### src/rtl/led_trail_pwm.sv
// led_trail_pwm: drives LEDs from a one-hot position with a PWM fading comet tail and flags malformed positions
module led_trail_pwm #(
    parameter int N          = 4,
    parameter int PWM_W      = 8,
    parameter int DECAY_DIV  = 50000,
    parameter int DECAY_STEP = 16
) (
    input  logic         clk,
    input  logic         rst_n,
    input  logic         en,
    input  logic [N-1:0] pos_i,
    output logic [N-1:0] led_o,
    output logic         step_o,
    output logic         err_o
);
    localparam int DIV_W = $clog2(DECAY_DIV);
    localparam logic [PWM_W-1:0] MAX = '1;
    localparam logic [PWM_W-1:0] STEP = PWM_W'(DECAY_STEP);
    localparam logic [DIV_W-1:0] DIV_LAST = DIV_W'(DECAY_DIV - 1);

    logic [PWM_W-1:0] pwm_cnt_q, pwm_cnt_d;
    logic [DIV_W-1:0] div_cnt_q, div_cnt_d;
    logic [PWM_W-1:0] bright_q [N];
    logic [PWM_W-1:0] bright_d [N];
    logic [N-1:0]     pos_q, led_q, led_d;
    logic             step_q, err_q, tick, one_hot;

    // counters: free-running PWM ramp and decay-tick divider that only runs while displaying
    always_comb begin
        pwm_cnt_d = pwm_cnt_q + 1'b1;
        tick      = en && (div_cnt_q == DIV_LAST);
        div_cnt_d = (!en || tick) ? '0 : div_cnt_q + 1'b1;
        one_hot   = (pos_i != '0) && ((pos_i & (pos_i - 1'b1)) == '0);
    end

    // per-LED brightness (active LED pinned at MAX, others fade and saturate at 0) and PWM compare
    always_comb begin
        for (int i = 0; i < N; i++) begin
            bright_d[i] = !en      ? '0 :
                          pos_i[i] ? MAX :
                          !tick    ? bright_q[i] :
                          (bright_q[i] >= STEP) ? bright_q[i] - STEP : '0;
            led_d[i]    = en & (pos_i[i] | (pwm_cnt_q < bright_q[i]));
        end
    end

    // state and registered outputs; reset clears the whole trail at once
    always_ff @(posedge clk) begin
        if (!rst_n) begin
            pwm_cnt_q <= '0;
            div_cnt_q <= '0;
            pos_q     <= '0;
            led_q     <= '0;
            step_q    <= 1'b0;
            err_q     <= 1'b0;
            for (int i = 0; i < N; i++) bright_q[i] <= '0;
        end else begin
            pwm_cnt_q <= pwm_cnt_d;
            div_cnt_q <= div_cnt_d;
            pos_q     <= pos_i;
            led_q     <= led_d;
            step_q    <= (pos_i != pos_q);
            err_q     <= !one_hot;
            for (int i = 0; i < N; i++) bright_q[i] <= bright_d[i];
        end
    end

    assign led_o  = led_q;
    assign step_o = step_q;
    assign err_o  = err_q;
endmodule
### config.mk
export PLATFORM = sky130hd
export DESIGN_NAME = led_trail_pwm
export DESIGN_NICKNAME = d
export VERILOG_FILES = /design/src/rtl/led_trail_pwm.sv
export SDC_FILE = /design/constraint.sdc
export NUM_CORES = 1
export LEC_CHECK = 0
export ABC_AREA = 1
export CORE_ASPECT_RATIO = 0.9
export CORE_MARGIN = 8
export CORE_UTILIZATION = 40
export DETAILED_ROUTE_END_ITERATION = 6
export PLACE_DENSITY = 0.6
export SLEW_MARGIN = 20
export SYNTH_ARGS = -nofsm -noshare
export SYNTH_HDL_FRONTEND = slang
export SYNTH_SLANG_ARGS = --single-unit
### constraint.sdc
create_clock -name clk -period 1.8 [get_ports clk]
set_input_delay 0.36 -clock clk [delete_from_list [all_inputs] [get_ports clk]]
set_output_delay 0.36 -clock clk [all_outputs]
set_load 0.005 [all_outputs]
==> metrics.txt <==
Setup Total Neg Slack 0 ns; vias in the first global route roughly 2.8k; Clock Skews ~0.0093 ns; Final HPWL DP slightly below 6000 um; WL/cell between 10 and 15 um; Core Region between 8000 and 9000 um2; Worst-Skew Late Latency 0.31 ns; Die Span Y 102.8 um; starting density of the core 0.4130; status completed; RSZ-0062 raised after global routing false; Finish-stage setup viols 0; Syn-to-layout area delta 11.06%; CP delay by family, top simple AND/OR/NAND/NOR gates; crit-path max cell delay 0.38 ns; row cnt 31; Hold WS ~0.46 ns; crit-path cells ha_1, nand2_2, nor2_2, nand2_1, inv_2, nand3_4, nand2_2, nand2_1, a21oi_1; pin count of the biggest net entering global routing 17; sequential cell area fraction in the yosys report 0.3229; achievable frequency 633.1 MHz; top-area cell type share of the netlist area 0.3229; YS warnings 0; width of the die 112.4 um; IO Port Bufs 12; period utilization 0.8775; first-pass GRT wire length roughly 13,000 um; max-cap viol count 0; Post-Syn Instances 478; area of the multi-input gates about 2000 um2; clock period minus worst slack between 1.5 and 2 ns; DRC viols 0; Final Wtd Congestion ~0.85; die footprint between 10,000 and 15,000 um2; pwr/cell area about 630 nW/um2; final wirelength about 7300 um; Root Buffer clkbuf_8; post-route cell area 3719 um2; CP bufs+invs 1; Critical Path AT between 1.5 and 2 ns; Longest Clk Path Bufs 2; share of layout cells above drive strength 1 0.08167; Resized Gates After CTS 0; CP required 2.04 ns; DP Area between 3000 and 4000 um2; Hold Crit Class flip-flop to flip-flop; post-synthesis cell area 3348 um2; total track usage 0.1333; top area cells in the synthesized netlist dfxtp_1 (32%), ha_1 (14%), nand2_1 (13%), inv_1 (7.0%), nor2_1 (6.6%); Yosys top cell by area dfxtp_1; # hold bufs at CTS 0; Worst Tran Pin Value 0.4083 ns; post-synthesis register bit count 54; dpl ws around 0.11 ns; Slew Viols, Final 0; CTS Sinks 54; Final Hold Violating Endpoints 0; Max FO, Critical Path 15; Detailed Routing Iterations Pass 1 4; vias roughly 3.0k; Pleak 1.728 nW; H-Tree Depth 2; final worst setup slack between 0.2 and 0.25 ns; CTS clk-pin slew, worst paths approximately 0.090 ns; crit path max-delay cell type dfxtp_1; Antenna Cells 0; fillers 841; initial drt markers 112; Yosys cell types 29; setup bufs post-CTS 0; CTS buffer count 5; startpoint types flip-flop; peak supply drop between 0.3 and 0.4 mV; Ports 13; Worst slew margin 0.7257; crit path capture type flip-flop; Net count, final between 500 and 600; initial antenna violation count 0; Seq. cell area between 1000 and 1500 um2; syn_area_per_cell about 7 um2; post-DR vias/cell 4.918; Post-DRT Antenna Nets 0; syn_nets 523; CTS tree yes; gr ovfl total 0; critical path class flip-flop to flip-flop
==> placed cells by master (no fill, tap or decap), types with 2 or more instances in the layout <==
| master | instances |
|---|---|
| nand2_1 | 112 |
| inv_1 | 62 |
| nor2_1 | 59 |
| dfxtp_1 | 54 |
| a21oi_1 | 38 |
| ha_1 | 38 |
| nand3_1 | 28 |
| o21ai_0 | 17 |
| nor3_1 | 12 |
| clkdlybuf4s50_1 | 12 |
| buf_4 | 9 |
| inv_2 | 8 |
| xor2_1 | 8 |
| nand2_2 | 6 |
| xnor2_1 | 5 |
| clkbuf_8 | 5 |
| nor2_2 | 4 |
| nand4_1 | 4 |
| nor3b_1 | 3 |
| nand3_2 | 2 |
| nor3_4 | 2 |
| o21ai_1 | 2 |
| nand2_4 | 2 |
| clkbuf_1 | 2 |
==> final timing paths <==
| kind | start | slack, ns | cells after the start | endpoint |
|---|---|---|---|---|
| worst max-delay path | div_cnt_q[0]$_SDFF_PP0_ | 0.22 | 9 | bright_q[2][6]$_SDFFE_PN0P_ |
| worst min-delay path | bright_q[2][2]$_SDFFE_PN0P_ | 0.46 | 2 | bright_q[2][2]$_SDFFE_PN0P_ |
| worst max register to register | div_cnt_q[0]$_SDFF_PP0_ | 0.22 | 9 | bright_q[2][6]$_SDFFE_PN0P_ |
| worst min register to register | bright_q[2][2]$_SDFFE_PN0P_ | 0.46 | 2 | bright_q[2][2]$_SDFFE_PN0P_ |
==> kinds of logic (layout without fill, tap and decap cells) <==
kind of cell             after synthesis  in the layout  share of synthesized area
flip-flops                            54             54                     0.3229
AND/OR/NAND/NOR                      238            238                     0.3188
AO/OA/AOI/OAI                         60             60                    0.09268
adder cells (fa/ha/maj)               38             38                     0.1420
XOR/XNOR                              13             13                    0.03401
buffers and inverters                 75             99                    0.08968
==> layout make-up <==
class | instances | area share
clock buffer | 7 | 0.02052
inverter | 70 | 0.07066
multi-input combinational | 349 | 0.5289
sequential | 54 | 0.2907
tap | 99 | 0.03331
timing repair buffer | 22 | 0.05585
==> metal layers <==
metal | GRT usage | vias up | routed length, um
li1 | - | 1574 | -
met1 | 0.1666 | 1334 | 3630
met2 | 0.2270 | 38 | 3377
met3 | 0.02635 | 10 | 189
met4 | 0.04348 | 0 | 103
met5 | 0 | - | 0
==> cell usage after synthesis <==
| library cell | count |
|---|---|
| nand4_1 | 4 |
| nor3_4 | 2 |
| nor3_2 | 1 |
| nand3_2 | 2 |
| nor4_1 | 1 |
| nand2_1 | 112 |
| o21a_1 | 1 |
| nand3_4 | 1 |
| a311oi_1 | 1 |
| ha_1 | 38 |
| nand2_4 | 2 |
| nand3_1 | 28 |
| buf_2 | 3 |
| o21ai_1 | 2 |
| nor3_1 | 12 |
| inv_2 | 8 |
| nor2_1 | 59 |
| buf_6 | 2 |
| xor2_1 | 8 |
| a21oi_1 | 38 |
| o21ai_0 | 17 |
| a41oi_1 | 1 |
| inv_1 | 62 |
| nor3b_1 | 3 |
| xnor2_1 | 5 |
| or2_1 | 1 |
| nor2_2 | 4 |
| dfxtp_1 | 54 |
| nand2_2 | 6 |
==> worst reg2reg max path: cells and delay by family, from the launching register on <==
| kind | cells | cell delay, ns |
|---|---|---|
| AO/OA/AOI/OAI | 1 | 0.12 |
| adder cells (fa/ha/maj) | 1 | 0.20 |
| flip-flops | 1 | 0.38 |
| buffers and inverters | 1 | 0.07 |
| AND/OR/NAND/NOR | 6 | 0.73 |
==> stage by stage <==
step / utilization / std cells / power (mW)
final: 0.4587 / 601 / 2.329
after global routing: 0.4587 / 601 / 2.467
after CTS: 0.4587 / 601 / 2.360
after detailed placement: 0.4493 / 594 / 1.709
after global placement: 0.4493 / 594 / 1.701
after floorplan: - / 478 / 1.574
==> where the power goes <==
part / switching [mW] / leakage (nW) / internal (mW)
Clock: 0.380 / 0.0383 / 0.269
Sequential: 0.0353 / 0.442 / 1.24
Combinational: 0.238 / 1.25 / 0.168
==> flip-flops by register name, indices dropped and copies added (netlist names) <==
| name | flops |
|---|---|
| led_o | 4 |
| pos_q | 4 |
| div_cnt_q | 16 |
| err_o | 1 |
| bright_q | 20 |
| pwm_cnt_q | 8 |
| step_o | 1 |
No activity file was read; power rests on OpenSTA's default activity.
